`config.mk`:
```
export PLATFORM = sky130hd
export DESIGN_NAME = fetch_stage
export DESIGN_NICKNAME = d
export VERILOG_FILES = /design/src/rtl/fetch_stage.sv
export SDC_FILE = /design/constraint.sdc
export NUM_CORES = 1
export LEC_CHECK = 0
export BUFFER_PORTS_ARGS = -buffer_cell sky130_fd_sc_hd__buf_4
export CAP_MARGIN = 30
export CELL_PAD_IN_SITES_DETAIL_PLACEMENT = 1
export CELL_PAD_IN_SITES_GLOBAL_PLACEMENT = 2
export CORE_ASPECT_RATIO = 1.4
export CORE_UTILIZATION = 34
export CTS_BUF_LIST = sky130_fd_sc_hd__clkbuf_2
export DETAILED_ROUTE_END_ITERATION = 10
export PLACE_DENSITY = 0.91
export SKIP_CTS_REPAIR_TIMING = 1
export SYNTH_ARGS = -nofsm -noshare
export SYNTH_HDL_FRONTEND = slang
export SYNTH_SLANG_ARGS = --single-unit
```
`constraint.sdc`:
```
create_clock -name clk -period 2.7 [get_ports clk]
set_input_delay 0.135 -clock clk [delete_from_list [all_inputs] [get_ports clk]]
set_output_delay 0.135 -clock clk [all_outputs]
set_load 0.05 [all_outputs]
```
`src/rtl/fetch_stage.sv`:
```
// fetch_stage: RV32IMC instruction fetch, directly upstream of decode.
// Issues word-aligned reads on the instruction bus and realigns 16/32-bit
// instructions with a one-halfword spare buffer and a one-word parking buffer.
// Ports:
//   clk, rst (sync, active low)
//   imem_valid/imem_addr  -> word request, held until imem_ready
//   imem_ready/imem_rdata/imem_error <- response strobe, data, access fault
//   stall        : decode/execute stall, packet outputs hold
//   redirect/redirect_pc : decode redirect, highest priority
//   pc_out/instr_out/valid_out/exception_out/ecause_out/etval_out : packet
module fetch_stage #(
  parameter logic [31:0] RESET_PC = 32'h0000_0000
) (
  input  logic        clk,
  input  logic        rst,
  output logic        imem_valid,
  output logic [31:0] imem_addr,
  input  logic        imem_ready,
  input  logic [31:0] imem_rdata,
  input  logic        imem_error,
  input  logic        stall,
  input  logic        redirect,
  input  logic [31:0] redirect_pc,
  output logic [31:0] pc_out,
  output logic [31:0] instr_out,
  output logic        valid_out,
  output logic        exception_out,
  output logic [3:0]  ecause_out,
  output logic [31:0] etval_out
);

  localparam logic [31:0] NOP = 32'h0000_0013;

  logic [31:0] r_faddr, r_ipc, r_imem_addr, r_wbuf;
  logic [15:0] r_spare;
  logic        r_spare_v, r_wbuf_v, r_wbuf_err, r_pend, r_drop, r_halt;
  logic [31:0] r_pc_out, r_instr_out, r_etval_out;
  logic        r_valid_out, r_exc_out;
  logic [3:0]  r_ecause_out;

  function automatic logic is_c(input logic [15:0] h);
    return h[1:0] != 2'b11;
  endfunction

  logic        w_resp, w_live, w_have, w_sp_c, w_issue, w_werr;
  logic [31:0] w_word;
  logic [15:0] w_lo, w_hi;
  logic        w_emit, w_exc, w_use, w_spare_v_nxt;
  logic [31:0] w_instr, w_ipc_nxt;
  logic [15:0] w_spare_nxt;

  assign w_resp = r_pend & imem_ready;
  assign w_live = w_resp & ~r_drop;
  // Parked word has priority; a live response can only arrive when wbuf is empty.
  assign w_have = r_wbuf_v | w_live;
  assign w_word = r_wbuf_v ? r_wbuf : imem_rdata;
  assign w_werr = r_wbuf_v ? r_wbuf_err : imem_error;
  assign w_lo   = w_word[15:0];
  assign w_hi   = w_word[31:16];
  // A compressed spare is a complete instruction needing no memory word.
  assign w_sp_c = r_spare_v & is_c(r_spare);
  assign w_issue = ~r_pend & ~r_halt & ~r_wbuf_v & ~w_sp_c;

  always_comb begin
    w_emit        = 1'b0;
    w_exc         = 1'b0;
    w_use         = 1'b0;
    w_instr       = 32'h0;
    w_ipc_nxt     = r_ipc;
    w_spare_nxt   = r_spare;
    w_spare_v_nxt = r_spare_v;
    if (!r_halt) begin
      if (w_sp_c) begin
        w_emit        = 1'b1;
        w_instr       = {16'h0, r_spare};
        w_ipc_nxt     = r_ipc + 32'd2;
        w_spare_v_nxt = 1'b0;
      end else if (w_have) begin
        w_use = 1'b1;
        if (w_werr) begin
          w_exc         = 1'b1;
          w_spare_v_nxt = 1'b0;
        end else if (r_spare_v) begin
          // spare is the low half of a 32-bit instruction spanning words
          w_emit        = 1'b1;
          w_instr       = {w_lo, r_spare};
          w_ipc_nxt     = r_ipc + 32'd4;
          w_spare_nxt   = w_hi;
          w_spare_v_nxt = 1'b1;
        end else if (!r_ipc[1]) begin
          w_emit = 1'b1;
          if (is_c(w_lo)) begin
            w_instr       = {16'h0, w_lo};
            w_ipc_nxt     = r_ipc + 32'd2;
            w_spare_nxt   = w_hi;
            w_spare_v_nxt = 1'b1;
          end else begin
            w_instr   = w_word;
            w_ipc_nxt = r_ipc + 32'd4;
          end
        end else if (is_c(w_hi)) begin
          w_emit    = 1'b1;
          w_instr   = {16'h0, w_hi};
          w_ipc_nxt = r_ipc + 32'd2;
        end else begin
          // upper half starts a 32-bit instruction: wait for the next word
          w_spare_nxt   = w_hi;
          w_spare_v_nxt = 1'b1;
        end
      end
    end
  end

  always_ff @(posedge clk) begin
    if (!rst) begin
      r_faddr      <= RESET_PC & ~32'd3;
      r_ipc        <= RESET_PC;
      r_imem_addr  <= RESET_PC & ~32'd3;
      r_wbuf       <= 32'h0;
      r_wbuf_v     <= 1'b0;
      r_wbuf_err   <= 1'b0;
      r_spare      <= 16'h0;
      r_spare_v    <= 1'b0;
      r_pend       <= 1'b0;
      r_drop       <= 1'b0;
      r_halt       <= 1'b0;
      r_pc_out     <= RESET_PC;
      r_instr_out  <= NOP;
      r_valid_out  <= 1'b0;
      r_exc_out    <= 1'b0;
      r_ecause_out <= 4'd0;
      r_etval_out  <= 32'h0;
    end else if (redirect) begin
      r_ipc     <= redirect_pc;
      r_faddr   <= redirect_pc & ~32'd3;
      r_spare_v <= 1'b0;
      r_wbuf_v  <= 1'b0;
      r_halt    <= redirect_pc[0];
      // An in-flight request stays on the bus until it completes; its data is
      // discarded. A response landing this very cycle is simply ignored.
      if (w_resp) r_pend <= 1'b0;
      r_drop    <= r_pend & ~imem_ready;
      r_valid_out  <= redirect_pc[0];
      r_exc_out    <= redirect_pc[0];
      r_ecause_out <= 4'd0;
      if (redirect_pc[0]) begin
        r_pc_out    <= redirect_pc;
        r_instr_out <= 32'h0;
        r_etval_out <= redirect_pc;
      end
    end else begin
      if (w_resp) begin
        r_pend <= 1'b0;
        if (r_drop) r_drop  <= 1'b0;
        else        r_faddr <= r_faddr + 32'd4;
      end else if (w_issue) begin
        r_pend      <= 1'b1;
        r_imem_addr <= r_faddr;
      end
      // Park a live word that is not consumed straight off the bus.
      if (w_live && (stall || !w_use)) begin
        r_wbuf     <= imem_rdata;
        r_wbuf_err <= imem_error;
        r_wbuf_v   <= 1'b1;
      end
      if (!stall) begin
        r_ipc       <= w_ipc_nxt;
        r_spare     <= w_spare_nxt;
        r_spare_v   <= w_spare_v_nxt;
        if (w_use && r_wbuf_v) r_wbuf_v <= 1'b0;
        r_valid_out <= w_emit | w_exc;
        r_exc_out   <= w_exc;
        if (w_emit || w_exc) begin
          r_pc_out     <= r_ipc;
          r_instr_out  <= w_instr;
          r_ecause_out <= w_exc ? 4'd1 : 4'd0;
          r_etval_out  <= w_exc ? r_ipc : 32'h0;
        end
        if (w_exc) r_halt <= 1'b1;
      end
    end
  end

  assign imem_valid    = r_pend;
  assign imem_addr     = r_imem_addr;
  assign pc_out        = r_pc_out;
  assign instr_out     = r_instr_out;
  assign valid_out     = r_valid_out;
  assign exception_out = r_exc_out;
  assign ecause_out    = r_ecause_out;
  assign etval_out     = r_etval_out;

endmodule

```
# Yosys cells after proc, flatten, opt, wreduce, memory -nomap -nowiden
# Index checks and enable logic that the tools add are counted.
# totals
mem_bits_ro,0
ram_bits,0
regBits,252
memories,0
word_cells,154
latch_bits,0
inputBits,70
out_inout_bits,135
# classes
order_cmp,0
n_addsub,3
multipliers,0
eq_ne,11
n_bitwise,20
reduce_logical,25
mux,76
div_mod_pow,0
shift,0
# ops
op,n
$mux W32,33
$mux W16,5
$add A32 B3 Y32 const B,2
$mux W1,38
$add A32 B2 Y32 const B,1
$reduce_and A2 Y1,6
$not A1 Y1,11
$ne A2 B2 Y1 const B,5
$reduce_bool A2 Y1,5
$reduce_and A3 Y1,3
$reduce_and A8 Y1,1
$and A1 B1 Y1,7
$ne A2 B1 Y1 const B,3
$ne A3 B3 Y1 const B,2
$reduce_bool A3 Y1,2
$ne A5 B2 Y1 const B,1
$reduce_and A5 Y1,1
$reduce_and A4 Y1,1
$logic_and A1 B1 Y1,2
$logic_or A1 B1 Y1,2
$or A1 B1 Y1,2
$reduce_or A2 Y1,1
$logic_not A1 Y1,1

# Depth between registers and ports, before layout
# logic_depth
word_depth,13
depth_mapped,10
depth_no_buf,7

# Worst setup path after synthesis
# Ideal clock, no wire load.
# synth_timing
path_kind,flip-flop to flip-flop
from,"reg r_pend, in the netlist imem_valid"
to,"reg r_instr_out[17], in the netlist instr_out[17]"
path_stages_with_launch,8
t_arrival_ns,2.289
period_less_slack_ns,2.359
setup_time_ns,0.070
required_ns,2.630
path_buffers,1
path_slack_ns,0.341
cell_sequence,dfxtp_1 -> nand3b_4 -> o311ai_4 -> a31oi_2 -> buf_6 -> o2bb2ai_4 -> or4_1 -> a21oi_1
# synth_via
elab_chain_len,9
word_cells_on_any_way,18
classes_between,mux (12); bitwise (3); reduce/logical (3)
# synth_lines
element,line_no,source
start: declaration,36,"logic r_spare_v, r_wbuf_v, r_wbuf_err, r_pend, r_drop, r_halt;"
start signal: assignment,124,r_pend <= 1'b0;
start signal: assignment,141,if (w_resp) r_pend <= 1'b0;
start signal: assignment,153,r_pend <= 1'b0;
$and A1 B1 Y1 *,52,assign w_resp = r_pend & imem_ready;
$and A1 B1 Y1 *,53,assign w_live = w_resp & ~r_drop;
$or A1 B1 Y1 *,55,assign w_have = r_wbuf_v | w_live;
$mux W32 / $mux W1 (equally long branches),78,end else if (w_have) begin
$mux W32 / $mux W1 (equally long branches),73,if (w_sp_c) begin
$mux W32 / $mux W1 (equally long branches),72,if (!r_halt) begin
$mux W32 / $logic_or A1 B1 Y1 (equally long branches),173,if (w_emit || w_exc) begin
$mux W32 / $reduce_bool A2 Y1 (equally long branches),-,
$mux W32 / $reduce_and A3 Y1 (equally long branches),-,
end signal: assignment,175,r_instr_out <= w_instr;
end: declaration,37,"logic [31:0] r_pc_out, r_instr_out, r_etval_out;"
# Every way passes the cells marked *; elsewhere a longest branch is shown, timed or not. The select of a mux whose other input is x is not followed.
# A chain may end at the register's enable or synchronous reset.

# Worst setup path in the final report
# layout_timing
from,reg r_faddr[6]
to,reg r_faddr[26]
# layout_via
elab_chain_len,4
# layout_lines
element,line_no,source
start: declaration,34,"logic [31:0] r_faddr, r_ipc, r_imem_addr, r_wbuf;"
start signal: assignment,116,r_faddr <= RESET_PC & ~32'd3;
start signal: assignment,135,r_faddr <= redirect_pc & ~32'd3;
start signal: assignment,155,else r_faddr <= r_faddr + 32'd4;
$add A32 B3 Y32,155,
$mux W32,154,if (r_drop) r_drop <= 1'b0;
$mux W32,152,if (w_resp) begin
$mux W32,133,end else if (redirect) begin
# Every way passes these cells. The select of a mux whose other input is x is not followed.

==> flow_summary.ini <==
[synthesis]
ys_warn_count = 0
netlist_area_mm2 = 0.0124
synthArstFlopShare = 0
synth-seq-cells = 245
synthFlopType = dfxtp_1
yosysSeqAreaShare = 0.396
synth.avg_cell_area_um2 = 7.97
syn_inst = 1556
synth_edf_count = 0
synth_cell_types = 83

[clocking]
numClockSinks = 245
clk_latency_ns = 1.01
cts_buffers = 68
h-tree-depth = 3
tritoncts = built
clockBufferDepth = 3
root_buffer = clkbuf_2
clkTransAtPathRegs_ns = 0.12

[floorplanning]
num_io_pins = 205
dieArea_mm2 = 0.0373
die_h_um = 228
num_rows = 82
core_mm2 = 0.0359
die_w_um = 163
start_util = 0.345

[worst_setup_path]
cp-start-kind = register
worstPathRequired_ns = 3.53
worstPathMaxFanout = 6
crit_arrival_ns = 3.38
cpLargestDelayFamily = simple AND/OR/NAND/NOR gates
cp.buffers_inverters = 1
worstSetupPathType = register to register
end_kind = register
crit_chain = nand4_1 > or4_4 > nor3_4 > nand3b_1 > o211a_1 > dlygate4sd3_1
cpPeakStageDelay_ns = 0.62
critical-path-slowest-cell = or4_4

[drt]
drtIter0Drc = 846
dr.pass1.iters = 5
wirelength_um = 51500
viasPerCell = 5.61
drc_errors = 0
ant_nets = 0
wire_per_inst_um = 21.5
vias = 13400

[worst_hold_path]
worst_hold_path_type = primary input to register

[global_routing]
grt_max_degree = 91
grt_pass1_vias = 13300
grt_pass1_wl_um = 74900
antenna_found_initial = 1
grt_usage = 0.261
overflow = 0

[timing]
grt_setup_unrepaired = false
finalCriticalPeriod_ns = 2.54
final_max_slew_viol_count = 0
layout_worst_path_cycle_share = 0.942
slew_headroom = 0.528
setup_tns_ns = 0
clock.fmax_ghz = 0.393
setup_ws_ns = 0.156
worstMarginPinSlew_ns = 0.704
finClkSkew_ns = 0.108
finalSetupViolations = 0
hold_viol_final = 0

[pwr]
vdd_drop_max_uv = 320
power.density_mw_per_mm2 = 528
p_leak_nw = 6.18

[cells_and_area]
synthToLayoutAreaGrowth_pct = 31.2
final_nets = 1954
drive_above_1_share = 0.226
seqCellArea_mm2 = 0.00491
multi_input_area_mm2 = 0.00680
fillers = 4391

[placement]
place_hpwl_um = 35700
gp_routability_congestion = 0.931
pre_cts_slack_ns = 0.241
port_buffers = 199

[job]
cap_viol_max_count = 0

[status]
outcome = finished clean
-- path summary, 6_finish.rpt --
kind | start | to | slack [ns] | cells after the start
hold / removal | redirect_pc[27] | r_ipc[27] | 0.05 | 4
setup reg to reg | r_faddr[6] | r_faddr[26] | 0.16 | 6
setup / recovery | r_faddr[6] | r_faddr[26] | 0.16 | 6
hold reg to reg | instr_out[22] | instr_out[22] | 0.46 | 2
-- Yosys cell counts, drive strengths merged (5+ instances only) --
cell type	count	area (um2)
a211oi	34	295
a21boi	7	56.3
a21oi	129	646
a221oi	13	114
a22oi	5	37.5
a311oi	45	438
a31oi	16	106
and2	12	75.1
and3	6	37.5
and4	5	43.8
buf	63	409
clkbuf	80	300
dfxtp	245	4900
inv	11	41.3
mux2i	41	410
nand2	308	1160
nand2b	9	56.3
nand3	49	250
nand3b	6	57.6
nand4	43	269
nor2	144	541
nor2b	6	37.5
nor3	33	196
nor3b	6	45.0
nor4	12	75.1
o2111ai	5	43.8
o211a	5	50.1
o21ai	56	280
o221ai	17	149
o31ai	11	96.3
o41ai	15	131
or2	8	50.1
or3	6	37.5
xnor2	24	210
xor2	19	166
-- through the flow --
step	std cells	power (mW)	hold WS, ns	utilization	area (um2)
detailed placement	2154	5.68	0.393	0.403	14500
finish	2393	8.60	0.0533	0.453	16300
CTS	2272	8.51	-0.670	0.420	15100
floorplan	1560	5.07	0.237	-	12400
global placement	2153	5.64	0.380	0.402	14400
global route	2392	8.98	0.0591	0.453	16300
-- worst min-delay path: stages --
cell	delay, ns
dlygate4sd3_1	0.53
buf_4	0.12
a221oi_1	0.07
o21ai_0	0.13
-- cell families after synthesis --
logic type | after synthesis | synth area share
and+or+nand+nor | 663 | 0.243
AOI/OAI and AO/OA | 404 | 0.232
DFF | 245 | 0.396
buffers and inverters | 154 | 0.0605
xor gates and xnor gates | 43 | 0.0304
muxes | 43 | 0.0349
adders and majority gates | 3 | 0.00303
other | 1 | 0.000302
-- per-layer routing --
layer | share of wire | routed length [um] | vias to the layer above | GRT usage
met1 | 0.37 | 19100 | 6519 | 0.275
met5 | 0 | 0 | - | 0
li1 | - | - | 6292 | -
met4 | 0.062 | 3210 | 0 | 0.171
met3 | 0.058 | 2970 | 142 | 0.0705
met2 | 0.51 | 26200 | 471 | 0.450
-- sequential cells by signal, indices dropped and copies added, names as in the netlist --
signal / count
r_wbuf: 32
r_wbuf_v: 1
valid_out: 1
r_spare: 16
r_ipc: 32
exception_out: 1
r_spare_v: 1
pc_out: 32
imem_addr: 30
r_drop: 1
r_faddr: 30
r_wbuf_err: 1
r_halt: 1
etval_out: 32
ecause_out: 1
imem_valid: 1
instr_out: 32
-- cells in the final DEF (no fill, tap or decap), types with 19 or more instances in the layout --
| cell type | count |
|---|---|
| dfxtp_1 | 244 |
| nor3_1 | 27 |
| nor2_1 | 144 |
| clkbuf_2 | 108 |
| a21oi_1 | 129 |
| buf_4 | 269 |
| xor2_1 | 19 |
| mux2i_1 | 41 |
| xnor2_1 | 24 |
| a311oi_1 | 38 |
| nand2_1 | 308 |
| dlygate4sd3_1 | 119 |
| a211oi_1 | 26 |
| o21ai_0 | 55 |
| nand3_1 | 48 |
| nand4_1 | 43 |
-- area by class of cell --
| type | instances | area share |
|---|---|---|
| Antenna cell | 2 | 0.000308 |
| Clock buffer | 108 | 0.0332 |
| Clock inverter | 10 | 0.00415 |
| Inverter | 11 | 0.00284 |
| Multi-Input combinational cell | 1161 | 0.418 |
| Sequential cell | 245 | 0.301 |
| Tap cell | 462 | 0.0355 |
| Timing Repair Buffer | 394 | 0.204 |
-- power by group --
| part | total [mW] | switching (mW) | leakage (nW) | internal [mW] |
|---|---|---|---|---|
| registers | 3.97 | 0.184 | 2.00 | 3.79 |
| clock network | 2.84 | 1.70 | 0.481 | 1.13 |
| logic | 1.79 | 1.15 | 3.69 | 0.641 |
| total | 8.60 | 3.03 | 6.18 | 5.56 |
(Power assumes the default switching activity.)
